==> config.mk <==
export PLATFORM = sky130hd
export DESIGN_NAME = match_finder_block_splitter
export DESIGN_NICKNAME = d
export VERILOG_FILES = /design/src/rtl/match_finder_pkg.sv /design/src/rtl/match_finder_block_splitter_req_builder.sv /design/src/rtl/match_finder_block_splitter.sv
export SDC_FILE = /design/constraint.sdc
export NUM_CORES = 1
export LEC_CHECK = 0
export BUFFER_PORTS_ARGS = -buffer_cell sky130_fd_sc_hd__buf_2
export CAP_MARGIN = 20
export CORE_MARGIN = 3
export CORE_UTILIZATION = 45
export DETAILED_ROUTE_END_ITERATION = 8
export HOLD_SLACK_MARGIN = 0.12
export PLACE_DENSITY = 0.71
export SKIP_LAST_GASP = 1
export SLEW_MARGIN = 20
export SYNTH_ARGS = -nofsm -noshare
export SYNTH_HDL_FRONTEND = slang
export SYNTH_SLANG_ARGS = --single-unit
==> constraint.sdc <==
create_clock -name clk -period 11.1 [get_ports clk]
set_input_delay 1.11 -clock clk [delete_from_list [all_inputs] [get_ports clk]]
set_output_delay 1.11 -clock clk [all_outputs]
set_load 0.05 [all_outputs]
==> src/rtl/match_finder_pkg.sv <==
// Shared types for the match-finder front end: bus layouts, status codes and FSM states.
// Each packed struct lists its fields MSB first, so the struct layout fixes every field offset.
package match_finder_pkg;

    localparam int unsigned DEFAULT_BLOCK_SIZE = 131072;

    localparam int ADDR_FIELD_W = 32;
    localparam int PARAMS_W     = 10;
    localparam int STATUS_W     = 2;
    localparam int RESV_W       = 72;

    typedef enum logic [STATUS_W-1:0] {
        ST_OK       = 2'd0,
        ST_AXI_ERR  = 2'd1,
        ST_OVERFLOW = 2'd2
    } status_e;

    typedef enum logic [1:0] {
        S_IDLE,
        S_ISSUE,
        S_WAIT,
        S_RESP
    } state_e;

    // The frame request and the per-block request share this layout.
    typedef struct packed {
        logic [ADDR_FIELD_W-1:0] in_addr;
        logic [ADDR_FIELD_W-1:0] in_size;
        logic [ADDR_FIELD_W-1:0] lit_addr;
        logic [ADDR_FIELD_W-1:0] seq_addr;
        logic [PARAMS_W-1:0]     params;
    } frame_req_t;

    typedef struct packed {
        logic [STATUS_W-1:0]     status;
        logic [ADDR_FIELD_W-1:0] lit_cnt;
        logic [ADDR_FIELD_W-1:0] seq_cnt;
        logic [RESV_W-1:0]       reserved;
    } mf_resp_t;

    typedef struct packed {
        logic [STATUS_W-1:0]     status;
        logic [ADDR_FIELD_W-1:0] lit_total;
        logic [ADDR_FIELD_W-1:0] seq_total;
        logic [ADDR_FIELD_W-1:0] blk_cnt;
    } frame_resp_t;

    localparam int FRAME_RESP_W = $bits(frame_resp_t);

endpackage

==> src/rtl/match_finder_block_splitter_req_builder.sv <==
// Combinational block sizing and payload packing for one match-finder block request.
module mf_req_builder
    import match_finder_pkg::*;
#(
    parameter int          ADDR_W     = 32,
    parameter int unsigned BLOCK_SIZE = DEFAULT_BLOCK_SIZE
) (
    input  logic [ADDR_W-1:0]   in_addr_i,
    input  logic [ADDR_W-1:0]   remaining_i,
    input  logic [ADDR_W-1:0]   lit_addr_i,
    input  logic [ADDR_W-1:0]   seq_addr_i,
    input  logic [PARAMS_W-1:0] params_i,
    output logic [ADDR_W-1:0]   blk_size_o,
    output frame_req_t          req_o
);

    localparam logic [ADDR_W-1:0] BLK_MAX = ADDR_W'(BLOCK_SIZE);

    always_comb begin
        blk_size_o = (remaining_i > BLK_MAX) ? BLK_MAX : remaining_i;
        req_o = '{
            in_addr:  in_addr_i,
            in_size:  blk_size_o,
            lit_addr: lit_addr_i,
            seq_addr: seq_addr_i,
            params:   params_i
        };
    end

endmodule

==> src/rtl/match_finder_block_splitter.sv <==
// Splits one frame request into BLOCK_SIZE chunks, issues them one at a time to the
// match finder, and folds the per-block responses into a single frame response.
module match_finder_block_splitter
    import match_finder_pkg::*;
#(
    parameter int          ADDR_W     = 32,
    parameter int unsigned BLOCK_SIZE = DEFAULT_BLOCK_SIZE,
    parameter int unsigned SEQ_BYTES  = 8,
    parameter int          MF_REQ_W   = 138,
    parameter int          MF_RESP_W  = 138
) (
    input  logic                    clk,
    input  logic                    rst,
    input  logic [MF_REQ_W-1:0]     frame_req_data,
    input  logic                    frame_req_vld,
    output logic                    frame_req_rdy,
    output logic [MF_REQ_W-1:0]     mf_req_data,
    output logic                    mf_req_vld,
    input  logic                    mf_req_rdy,
    input  logic [MF_RESP_W-1:0]    mf_resp_data,
    input  logic                    mf_resp_vld,
    output logic                    mf_resp_rdy,
    output logic [FRAME_RESP_W-1:0] frame_resp_data,
    output logic                    frame_resp_vld,
    input  logic                    frame_resp_rdy
);

    localparam bit SEQ_POW2 = (SEQ_BYTES & (SEQ_BYTES - 1)) == 0;

    state_e              state_q, state_d;
    logic [ADDR_W-1:0]   in_addr_q, in_addr_d;
    logic [ADDR_W-1:0]   remaining_q, remaining_d;
    logic [ADDR_W-1:0]   lit_addr_q, lit_addr_d;
    logic [ADDR_W-1:0]   seq_addr_q, seq_addr_d;
    logic [ADDR_W-1:0]   lit_total_q, lit_total_d;
    logic [ADDR_W-1:0]   seq_total_q, seq_total_d;
    logic [ADDR_W-1:0]   blk_cnt_q, blk_cnt_d;
    logic [PARAMS_W-1:0] params_q, params_d;
    logic [STATUS_W-1:0] status_q, status_d;

    frame_req_t        fr_req;
    frame_req_t        blk_req;
    mf_resp_t          mf_resp;
    frame_resp_t       fr_resp;
    logic [ADDR_W-1:0] blk_size;
    logic [RESV_W-1:0] unused_resv;

    assign fr_req      = frame_req_data;
    assign mf_resp     = mf_resp_data;
    assign unused_resv = mf_resp.reserved;

    mf_req_builder #(
        .ADDR_W     (ADDR_W),
        .BLOCK_SIZE (BLOCK_SIZE)
    ) u_req_builder (
        .in_addr_i   (in_addr_q),
        .remaining_i (remaining_q),
        .lit_addr_i  (lit_addr_q),
        .seq_addr_i  (seq_addr_q),
        .params_i    (params_q),
        .blk_size_o  (blk_size),
        .req_o       (blk_req)
    );

    // Response "apply" point: same cycle as the handshake for a shift, one cycle later for a multiply.
    logic                resp_fire, resp_pend, apply;
    logic [STATUS_W-1:0] a_status;
    logic [ADDR_W-1:0]   a_lit, a_seq, a_seq_bytes;

    assign resp_fire = mf_resp_vld && mf_resp_rdy;

    generate
        if (SEQ_POW2) begin : g_shift
            localparam int SH = $clog2(SEQ_BYTES);
            assign resp_pend   = 1'b0;
            assign apply       = resp_fire;
            assign a_status    = mf_resp.status;
            assign a_lit       = mf_resp.lit_cnt;
            assign a_seq       = mf_resp.seq_cnt;
            assign a_seq_bytes = mf_resp.seq_cnt << SH;
        end else begin : g_mul
            logic                pend_q;
            logic [STATUS_W-1:0] st_q;
            logic [ADDR_W-1:0]   lit_q, seq_q, prod_q;
            always_ff @(posedge clk or posedge rst) begin
                if (rst) begin
                    pend_q <= 1'b0;
                    st_q   <= '0;
                    lit_q  <= '0;
                    seq_q  <= '0;
                    prod_q <= '0;
                end else begin
                    pend_q <= resp_fire;
                    if (resp_fire) begin
                        st_q   <= mf_resp.status;
                        lit_q  <= mf_resp.lit_cnt;
                        seq_q  <= mf_resp.seq_cnt;
                        prod_q <= mf_resp.seq_cnt * ADDR_W'(SEQ_BYTES);
                    end
                end
            end
            assign resp_pend   = pend_q;
            assign apply       = pend_q;
            assign a_status    = st_q;
            assign a_lit       = lit_q;
            assign a_seq       = seq_q;
            assign a_seq_bytes = prod_q;
        end
    endgenerate

    // Handshake outputs decode from state only; frame_req_rdy is also masked while reset is held.
    assign frame_req_rdy  = (state_q == S_IDLE) && !rst;
    assign mf_req_vld     = (state_q == S_ISSUE);
    assign mf_resp_rdy    = (state_q == S_WAIT) && !resp_pend;
    assign frame_resp_vld = (state_q == S_RESP);
    assign mf_req_data    = blk_req;

    assign fr_resp = '{
        status:    status_q,
        lit_total: lit_total_q,
        seq_total: seq_total_q,
        blk_cnt:   blk_cnt_q
    };
    assign frame_resp_data = fr_resp;

    always_comb begin
        // NOTE: every _d defaults to its _q first so no path through the case leaves a latch.
        state_d     = state_q;
        in_addr_d   = in_addr_q;
        remaining_d = remaining_q;
        lit_addr_d  = lit_addr_q;
        seq_addr_d  = seq_addr_q;
        lit_total_d = lit_total_q;
        seq_total_d = seq_total_q;
        blk_cnt_d   = blk_cnt_q;
        params_d    = params_q;
        status_d    = status_q;

        unique case (state_q)
            S_IDLE: begin
                if (frame_req_vld) begin
                    in_addr_d   = fr_req.in_addr;
                    remaining_d = fr_req.in_size;
                    lit_addr_d  = fr_req.lit_addr;
                    seq_addr_d  = fr_req.seq_addr;
                    params_d    = fr_req.params;
                    lit_total_d = '0;
                    seq_total_d = '0;
                    blk_cnt_d   = '0;
                    status_d    = ST_OK;
                    state_d     = (fr_req.in_size == '0) ? S_RESP : S_ISSUE;
                end
            end
            S_ISSUE: begin
                if (mf_req_rdy) begin
                    in_addr_d   = in_addr_q + blk_size;
                    remaining_d = remaining_q - blk_size;
                    state_d     = S_WAIT;
                end
            end
            S_WAIT: begin
                if (apply) begin
                    lit_addr_d  = lit_addr_q + a_lit;
                    seq_addr_d  = seq_addr_q + a_seq_bytes;
                    lit_total_d = lit_total_q + a_lit;
                    seq_total_d = seq_total_q + a_seq;
                    blk_cnt_d   = blk_cnt_q + 1'b1;
                    if (a_status != ST_OK) begin
                        status_d = a_status;
                        state_d  = S_RESP;
                    end else if (remaining_q == '0) begin
                        state_d = S_RESP;
                    end else begin
                        state_d = S_ISSUE;
                    end
                end
            end
            S_RESP: begin
                if (frame_resp_rdy) state_d = S_IDLE;
            end
            default: state_d = S_IDLE;
        endcase
    end

    // NOTE: sequential state uses non-blocking assignments so every flop samples pre-edge values.
    always_ff @(posedge clk or posedge rst) begin
        if (rst) begin
            state_q     <= S_IDLE;
            in_addr_q   <= '0;
            remaining_q <= '0;
            lit_addr_q  <= '0;
            seq_addr_q  <= '0;
            lit_total_q <= '0;
            seq_total_q <= '0;
            blk_cnt_q   <= '0;
            params_q    <= '0;
            status_q    <= '0;
        end else begin
            state_q     <= state_d;
            in_addr_q   <= in_addr_d;
            remaining_q <= remaining_d;
            lit_addr_q  <= lit_addr_d;
            seq_addr_q  <= seq_addr_d;
            lit_total_q <= lit_total_d;
            seq_total_q <= seq_total_d;
            blk_cnt_q   <= blk_cnt_d;
            params_q    <= params_d;
            status_q    <= status_d;
        end
    end

endmodule

==> impl_metrics.csv <==
group,metric,value,unit
status,outcome,"completed",
floorplan,initial_core_util,45.77,%
floorplan,coreArea,38830,um2
yosys,ys_async_sr_fraction,100.0,%
cts,cts.sinks,238,
routing,first_iter_violations,1278,
placement,io_buffers,435,
sta,min_period,5.409,ns
setup_path,worstPathArrival,5.85,ns
routing,ant_nets,0,
yosys,netlist_instances,2134,
floorplan,num_rows,72,
yosys,yosys.area.top_type,"dfrtp_1",
cts,cts.clk_slew.worst_paths,0.06,ns
yosys,ys_seq_area_share,33.51,%
global_route,grt_pass1_wl,90.92,mm
final_layout,fill_cells,3626,
final_layout,nets,2988,
placement,placement.cell_area,20370,um2
cts,cts_setup_buffers,0,
setup_path,endpoint_kind,"flip-flop",
cts,cts-root-buf,"clkbuf_16",
power,power,6.912,mW
sta,finalHoldViolations,0,
cts,clk_latency,0.57,ns
routing,firstDrtPassIters,7,
yosys,ys_ff_latch,238,
setup_path,cp_data_required_time,11.54,ns
final_layout,multiInputGateArea,11270,um2
worst_hold_path,min_path_type,"reg -> reg",
power,p_per_area,321.8,nW/um2
sta,tightest_slew,1.060,ns
setup_path,cp-start-kind,"flip-flop",
floorplan,pin_count,522,
placement,detailed_place_hpwl,43.25,mm
yosys,synth_top_cell_area_share,33.51,%
placement,numPlacedInstances,3033,
floorplan,die_width,204.7,um
final_layout,final_cell_mix,"435 x buf_2, 263 x nand2_1, 238 x dfrtp_1",
sta,fin_crit_sh,48.73,%
power,p_leak,10.75,nW
sta,setup_violations,0,
final_layout,area_growth,20.85,%
routing,drt-total-wl,57.68,mm
setup_path,cp_max_fo,27,
final_layout,drive_gt1_share,21.09,%
cts,numCtsBuffers,30,
yosys,ys.warnings.count,0,
yosys,postSynthAreaPerCell,8.327,um2
sta,rsz0062_at_grt,"no",
yosys,synthTopCellsByArea,"dfrtp_1 34%, ha_1 11%, a21oi_1 6.3%, o21ai_0 5.8%, nand2_1 5.6%",
cts,ctsHoldBuffers,0,
routing,drc_errors,0,
yosys,ys.flop_type,"dfrtp_1",
sta,slew_headroom,29.37,%
final_layout,mostFrequentLayoutCell,"buf_2",
cts,cts_tree,"done",
sta,slew_viol_final,0,
final_layout,stdcell_count,3100,
routing,wl_per_cell,18.61,um
floorplan,die_area,41910,um2
global_route,grt_max_degree,115,
worst_hold_path,holdPathStages,2,
global_route,antenna_found_initial,17,
placement,routabilityCongestion,0.9646,
final_layout,final_area,21480,um2
global_route,grt_overflow,0,
cts,clockBufferDepth,3,
cts,cts_resized,0,
global_route,grt_pass1_vias,16986,
sta,finClkSkew,0.008903,ns
yosys,synth_cell_type_count,93,
setup_path,critPathKind,"reg -> reg",
sta,tns,0,ns
routing,avgViaCountPerCell,5.701,
routing,num_vias,17674,
floorplan,die_h,204.7,um
cts,h-tree-depth,1,
setup_path,reg2reg_depth,18,
sta,timing.fmax,0.1849,GHz
final_layout,register_area,5956,um2
global_route,grt_usage,26.60,%
yosys,netlist_area,17770,um2
run,cap_violations,0,
yosys,synth_edf_count,0,
power,irDropWorstVdd,0.2091,mV
==> flip-flops by register name, indices dropped and copies added (netlist names) <==
register and count:
seq_total_q 32, state_q 2, remaining_q 32, status_q 2, lit_addr_q 32, blk_cnt_q 32
in_addr_q 32, seq_addr_q 32, params_q 10, lit_total_q 32
==> where the power goes <==
part           switching (mW)  internal (mW)  total (mW)
combinational            2.92           1.38        4.30
clock                   0.400          0.651        1.05
sequential              0.340           1.22        1.56
==> path summary, 6_finish.rpt <==
path                                             from                   endpoint  slack [ns]
setup / recovery           remaining_q[1]$_DFFE_PP0P_  in_addr_q[28]$_DFFE_PP0P_        5.69
hold / removal              seq_addr_q[2]$_DFFE_PP0P_  seq_addr_q[2]$_DFFE_PP0P_        0.47
setup reg to reg           remaining_q[1]$_DFFE_PP0P_  in_addr_q[28]$_DFFE_PP0P_        5.69
hold reg to reg             seq_addr_q[2]$_DFFE_PP0P_  seq_addr_q[2]$_DFFE_PP0P_        0.47
max in group asynchronous                         rst  seq_addr_q[7]$_DFFE_PP0P_        8.00
min in group asynchronous                         rst    status_q[0]$_DFFE_PP0P_        0.72
==> synth_stat cells, types with 16 or more instances <==
library cell  number
nand2_1          266
dfrtp_1          238
a21oi_1          225
o21ai_0          206
nor2_1           197
ha_1             154
xnor2_1           83
clkbuf_1          71
a21o_1            68
xor2_1            66
inv_1             56
nor3_1            37
nand3_1           36
a31oi_1           31
and3_1            29
and2_1            25
o21bai_1          22
nor2b_1           21
nand4_1           20
a22oi_1           18
a22o_1            17
nand2b_1          16
==> cells by family after synthesis <==
logic type	share of synthesized area [%]
adder cells (fa/ha/maj)	11.41
AO/OA/AOI/OAI	25.76
other	0.04226
flip-flops	33.51
XOR/XNOR	7.344
multiplexers	0.3450
AND/OR/NAND/NOR	17.80
buffers and inverters	3.788
==> layer usage <==
layer	wire length [um]	GRT usage (%)	vias to the layer above
met5	124	0	-
met4	1446	8.307	18
met3	4737	6.293	111
met2	27320	44.60	633
met1	24050	34.02	8405
li1	-	-	8507
==> cell type report <==
cell class	count	share of cell area [%]
Sequential cell	238	27.73
Clock inverter	15	0.8448
Timing Repair Buffer	448	10.59
Multi-Input combinational cell	1771	52.48
Inverter	58	1.049
Clock buffer	40	4.142
Antenna cell	12	0.1398
Tap cell	518	3.018
==> per-stage QoR <==
| stage | hold slack [ns] | utilization (%) | setup WS, ns |
|---|---|---|---|
| global placement | 0.4540 | 52.47 | 5.769 |
| detailed placement | 0.4578 | 52.47 | 5.778 |
| global route | 0.5032 | 55.28 | 5.302 |
| floorplan | 0.4415 | - | 3.459 |
| CTS | 0.4721 | 55.23 | 5.762 |
| finish | 0.4669 | 55.31 | 5.691 |
==> worst max-delay path, stage by stage, from the launching register on <==
cell,delay (ns)
dfrtp_1,0.44
or4_4,0.59
nand4bb_4,0.27
nor3_4,0.27
nand2_4,0.10
a21oi_4,0.50
and2_1,0.24
ha_1,0.28
a21oi_1,0.18
o21bai_1,0.16
a2111oi_2,0.54
o311a_1,0.24
nor2_1,0.13
a31oi_2,0.31
o21ai_1,0.14
or4_1,0.42
a31oi_1,0.21
xor2_1,0.19
o21ai_1,0.07
Power figures use the tool's default switching activity.
